--- config.mk ---
export PLATFORM = sky130hd
export DESIGN_NAME = fetch_unit
export DESIGN_NICKNAME = d
export VERILOG_FILES = /design/src/rtl/fetch_unit.sv
export SDC_FILE = /design/constraint.sdc
export NUM_CORES = 1
export LEC_CHECK = 0
export ABC_AREA = 1
export BUFFER_PORTS_ARGS = -buffer_cell sky130_fd_sc_hd__clkbuf_2
export CORE_MARGIN = 10
export CORE_UTILIZATION = 30
export CTS_BUF_LIST = sky130_fd_sc_hd__clkbuf_8
export DETAILED_ROUTE_END_ITERATION = 10
export PLACE_DENSITY = 0.54
export SLEW_MARGIN = 20
export SYNTH_ARGS = -nofsm -noshare
export SYNTH_HDL_FRONTEND = slang
export SYNTH_SLANG_ARGS = --single-unit
--- constraint.sdc ---
create_clock -name Clk -period 3.01 [get_ports Clk]
set_clock_uncertainty 0.15 [all_clocks]
set_input_delay 0.301 -clock Clk [delete_from_list [all_inputs] [get_ports Clk]]
set_output_delay 0.301 -clock Clk [all_outputs]
set_load 0.02 [all_outputs]
--- src/rtl/fetch_unit.sv ---
// Instruction fetch stage: PC register, next-PC selection with redirect priority,
// IF/ID pipeline register, and a sticky halt on any illegal fetch address.
module fetch_unit #(
    parameter logic [31:0] RESET_PC  = 32'h0000_0000,
    parameter logic [31:0] NOP_INST  = 32'h0000_0000,
    parameter int unsigned ROM_BYTES = 128
) (
    input  logic        Clk,
    input  logic        Clrn,
    input  logic        Stall,
    input  logic        BranchTaken,
    input  logic [31:0] BranchTarget,
    input  logic        Jump,
    input  logic [31:0] JumpTarget,
    input  logic [31:0] Inst,
    output logic [31:0] Addr,
    output logic [31:0] IF_ID_Inst,
    output logic [31:0] IF_ID_PC4,
    output logic        IF_ID_Valid,
    output logic        Fault,
    output logic [31:0] FetchCount
);

    localparam logic [31:0] ROM_LIMIT = 32'(ROM_BYTES);

    typedef enum logic {
        RUN,
        HALT
    } state_t;

    state_t      state;
    logic [31:0] pc_plus4;
    logic [31:0] next_pc;
    logic        redirect;
    logic        illegal;

    always_comb begin
        pc_plus4 = Addr + 32'd4;
        redirect = BranchTaken | Jump;
        if (BranchTaken)
            next_pc = BranchTarget;
        else if (Jump)
            next_pc = JumpTarget;
        else
            next_pc = pc_plus4;
        illegal = (next_pc[1:0] != 2'b00) || (next_pc >= ROM_LIMIT);
    end

    always_ff @(posedge Clk or negedge Clrn) begin
        if (!Clrn) begin
            state       <= RUN;
            Addr        <= RESET_PC;
            IF_ID_Inst  <= NOP_INST;
            IF_ID_PC4   <= '0;
            IF_ID_Valid <= 1'b0;
            Fault       <= 1'b0;
            FetchCount  <= '0;
        end else begin
            unique case (state)
                RUN: begin
                    if (!Stall) begin
                        if (illegal) begin
                            // PC keeps the last legal address for the rest of HALT
                            IF_ID_Inst  <= NOP_INST;
                            IF_ID_PC4   <= '0;
                            IF_ID_Valid <= 1'b0;
                            Fault       <= 1'b1;
                            state       <= HALT;
                        end else if (redirect) begin
                            Addr        <= next_pc;
                            IF_ID_Inst  <= NOP_INST;
                            IF_ID_PC4   <= '0;
                            IF_ID_Valid <= 1'b0;
                        end else begin
                            Addr        <= next_pc;
                            IF_ID_Inst  <= Inst;
                            IF_ID_PC4   <= pc_plus4;
                            IF_ID_Valid <= 1'b1;
                            FetchCount  <= FetchCount + 32'd1;
                        end
                    end
                end
                HALT: begin
                    IF_ID_Inst  <= NOP_INST;
                    IF_ID_PC4   <= '0;
                    IF_ID_Valid <= 1'b0;
                end
                default: state <= HALT;
            endcase
        end
    end

endmodule

==> summary.md <==
| Metric | Value |
|---|---|
| Weighted congestion reported at the end of routability-driven placement | `between 0.9 and 1` |
| Final min period | `around 2.8 ns` |
| Grt peak-use layer | `met2` |
| Number of cells produced by synthesis | `between 900 and 1000` |
| Number of synthesized register bits | `between 100 and 150` |
| Signal arrival time at the worst endpoint | `~3 ns` |
| DRC violation count after routing | `0` |
| Most used cell along the critical path | `sky130_fd_sc_hd__nand2_1` |
| Register area share after synthesis | `45.1%` |
| Via density | `4.73` |
| Run status | `completed` |
| Final Max Tran Viols | `0` |
| Maximum fanout along the worst path | `32` |
| DP Cell Count | `~1500` |
| Post-synthesis to final-layout area growth | `32.7%` |
| Die footprint | `30800 µm²` |
| M2 GR Usage | `between 20% and 30%` |
| Sink count of the clock tree | `~130` |
| Wire length of the first global-routing pass | `between 40000 and 50000 µm` |
| Transition at the pin with the smallest max-transition slack | `approximately 0.76 ns` |
| ANT nets after route | `0` |
| Critical path's top delay family | `simple AND/OR/NAND/NOR gates` |
| Congestion Overflow GR | `0` |
| Post-synth ARST share | `100%` |
| Met1 demand-to-capacity share in global routing | `20.5%` |
| Number of antenna violations at the first check in global routing | `3` |
| Post-Route Utilization | `roughly 40%` |
| Global Route met3 Usage | `4.63%` |
| Count of placed standard cells in the final layout, fillers left out | `around 1600` |
| Mean Syn Cell Area | `around 7.3 µm²` |
| Number of nets at the end of the flow | `between 1000 and 1500` |
| Min Hold Slack | `~0.056 ns` |
| Footprint of the multi-input gates | `3370 µm²` |
| Synthesized Nets | `around 1100` |
| Final setup violation count | `0` |
| Ys Warns | `0` |
| Post-synthesis cell type count | `32` |
| CP Data Required Time | `3.20 ns` |
| Overall die height | `between 150 and 200 µm` |
| Die Span X | `176 µm` |
| Max-cap violation count | `0` |
| Cells traversed along the worst timing path | `nand2_1 -> nor2_1 -> nand2_1 -> nor2_1 -> nand2_1 -> nand2_1 -> nand2_1 -> a21oi_1 -> nand2_1 -> nor2_1 -> nand2_1 -> nor2_4 -> nand3_1 -> buf_4 -> nand2_1 -> inv_2` |
| Worst-path clk slew | `0.11 ns` |
| Clk Tree Root Cell | `sky130_fd_sc_hd__clkbuf_8` |
| Vias in the first global route | `7394` |
| Buffer and inverter count on the worst path | `2` |
| Share of cells above drive strength 1 | `between 20% and 30%` |
| Final hold viol count | `0` |
| Fmax | `roughly 360 MHz` |
| Level count of the clock H-tree | `4` |
| Slowest cell on the critical path | `sky130_fd_sc_hd__dfrtp_1` |
| Power per Cell Area | `between 300 and 400 nW/µm²` |
| Maximum number of pins on one net before global-route repair | `67` |
| Post-route cell area | `9640 µm²` |
| Initial Utilization | `a little under a third` |
| Largest stage delay, worst path | `~0.5 ns` |
| Top FF cell, synth | `sky130_fd_sc_hd__dfrtp_1` |
| Area of the mapped netlist | `about 7300 µm²` |
| Placed wire-length estimate after detailed placement | `19300 µm` |
| CP Class | `register to register` |
| DR WL/cell | `16.4 µm` |
| Vias after detailed routing | `~7500` |
| Element type at the critical path end | `register` |
| Biggest area contributors in the synthesized netlist | `sky130_fd_sc_hd__dfrtp_1 45%, sky130_fd_sc_hd__nand2_1 19%, sky130_fd_sc_hd__nand4_1 7.4%, sky130_fd_sc_hd__nor2_1 5.5%, sky130_fd_sc_hd__inv_1 4.5%` |
| Iteration count of the initial detailed-routing pass | `5` |
| Placed inst area | `8880 µm²` |
| Post-synthesis cell type with the largest combined area | `sky130_fd_sc_hd__dfrtp_1` |
| Number of enable-type register cells in the synthesized netlist | `0` |
| Worst-skew pair later-pin latency | `0.46 ns` |
| Total Routed Length | `~26000 µm` |
| TritonCTS clock tree | `yes` |
| Overall Global Routing Usage | `16.5%` |
| Highest ir drop seen on vdd | `approximately 0.24 mV` |
| Area share of the largest cell type after synthesis | `between 40 and 50%` |
| Total core area | `about 24000 µm²` |
| Relative max-transition margin | `between 40% and 50%` |
| Setup Total Neg Slack | `0 ns` |
| Leakage power total | `0.00508 µW` |
| CTS buffer count | `17` |
| DRC violation total after the first TritonRoute iteration | `680` |
| Layout fillers | `around 2500` |
| Sequential cell area | `between 3000 and 4000 µm²` |
| Deepest clock path buffer count | `2` |
| Top-level port count | `~230` |
| Row count | `56` |
| Period utilisation layout | `between 90% and 100%` |
| Path class of the lowest-slack min-delay path | `primary input to register` |
| Nature of the critical path startpoint | `register` |
| Port Buffer Count | `230` |
[where the power goes]
group          total, µW  internal, µW  leakage [µW]  switching, µW
combinational        249           120       0.00308            128
clock               1480           608      0.000185            872
sequential          1760          1760       0.00182       0.000397
total               3490          2490       0.00508           1000
[layout by cell type (no fill, tap or decap), types with 23 or more instances in the layout]
cell                            synthesis  final
sky130_fd_sc_hd__nand2_1              358    357
sky130_fd_sc_hd__clkbuf_2               0    229
sky130_fd_sc_hd__dfrtp_1              131    128
sky130_fd_sc_hd__nor2_1               106    103
sky130_fd_sc_hd__inv_1                 88     88
sky130_fd_sc_hd__nand4_1               86     86
sky130_fd_sc_hd__nand3_1               40     38
sky130_fd_sc_hd__dlygate4sd3_1          0     33
sky130_fd_sc_hd__inv_2                 24     24
sky130_fd_sc_hd__xor2_1                23     23
[through the flow]
| step | setup slack [ns] | total power [µW] |
|---|---|---|
| 3_3_place_gp | 0.195 | 2010 |
| 5_1_grt | -0.0112 | 3660 |
| 3_5_place_dp | 0.131 | 2010 |
| 2_1_floorplan | 0.451 | 1870 |
| 6_report | 0.203 | 3490 |
| 4_1_cts | 0.0774 | 3550 |
[flip-flops by register name, indices dropped and copies added, names as in the netlist]
register	count
IF_ID_Inst	32
FetchCount	32
IF_ID_PC4	32
state	1
IF_ID_Valid	1
Fault	1
Addr	32
[layer usage]
layer,routed length [µm],vias up
met5,0,-
met4,572,0
met3,1720,35
met2,12500,255
met1,11400,3530
li1,-,3717
[repair_timing]
action                                 4_1_cts  5_1_grt
gates resized for setup                      0       11
setup endpoints to repair                    0       79
setup buffers                                0        1
hold buffers                                33        0
endpoints found under the hold margin       94        0
[synth_stat cells, types with 5 or more instances]
library cell,count
sky130_fd_sc_hd__nand2_1,358
sky130_fd_sc_hd__dfrtp_1,131
sky130_fd_sc_hd__nor2_1,106
sky130_fd_sc_hd__inv_1,88
sky130_fd_sc_hd__nand4_1,86
sky130_fd_sc_hd__nand3_1,40
sky130_fd_sc_hd__inv_2,24
sky130_fd_sc_hd__xor2_1,23
sky130_fd_sc_hd__buf_2,18
sky130_fd_sc_hd__a22o_1,16
sky130_fd_sc_hd__clkbuf_1,13
sky130_fd_sc_hd__nor3_1,13
sky130_fd_sc_hd__xnor2_1,10
sky130_fd_sc_hd__a21oi_1,8
sky130_fd_sc_hd__nand3b_1,8
sky130_fd_sc_hd__nor4_1,7
sky130_fd_sc_hd__buf_1,6
sky130_fd_sc_hd__clkinv_1,6
sky130_fd_sc_hd__buf_4,5
[final timing paths]
| path | from | to | slack (ns) | depth (start not counted) |
|---|---|---|---|---|
| hold reg to reg | Fault | Fault | 0.32 | 2 |
| setup / recovery | Addr[10] | Addr[0] | 0.20 | 16 |
| max in group asynchronous | Clrn | IF_ID_Inst[7] | 1.63 | 3 |
| min in group asynchronous | Clrn | FetchCount[0] | 0.28 | 2 |
| hold / removal | JumpTarget[3] | Addr[3] | 0.06 | 5 |
| setup reg to reg | Addr[10] | Addr[0] | 0.20 | 16 |
[tightest hold or removal path: cells and delay by family]
family	cells	cell delay, ns
buf+inv	1	0.09
simple gates	4	0.26
[kinds of logic (layout without fill, tap and decap cells)]
kind of cell	Yosys count	count (layout)	share of synthesized area, %
flip-flops	131	131	45.1
adder cells (fa/ha/maj)	2	2	0.345
other	0	5	0
AO/OA/AOI/OAI	40	40	4.07
AND/OR/NAND/NOR	627	627	37.5
XOR/XNOR	33	33	3.98
buffers and inverters	161	438	8.99
[cell type report]
type / instances / area share (%)
Clock inverter: 15 / 1.41
Sequential cell: 131 / 34.0
Multi-Input combinational cell: 702 / 34.9
Tap cell: 319 / 4.14
Clock buffer: 17 / 2.43
Antenna cell: 5 / 0.130
Timing Repair Buffer: 288 / 18.3
Inverter: 118 / 4.60
Power figures use the tool's default switching activity.
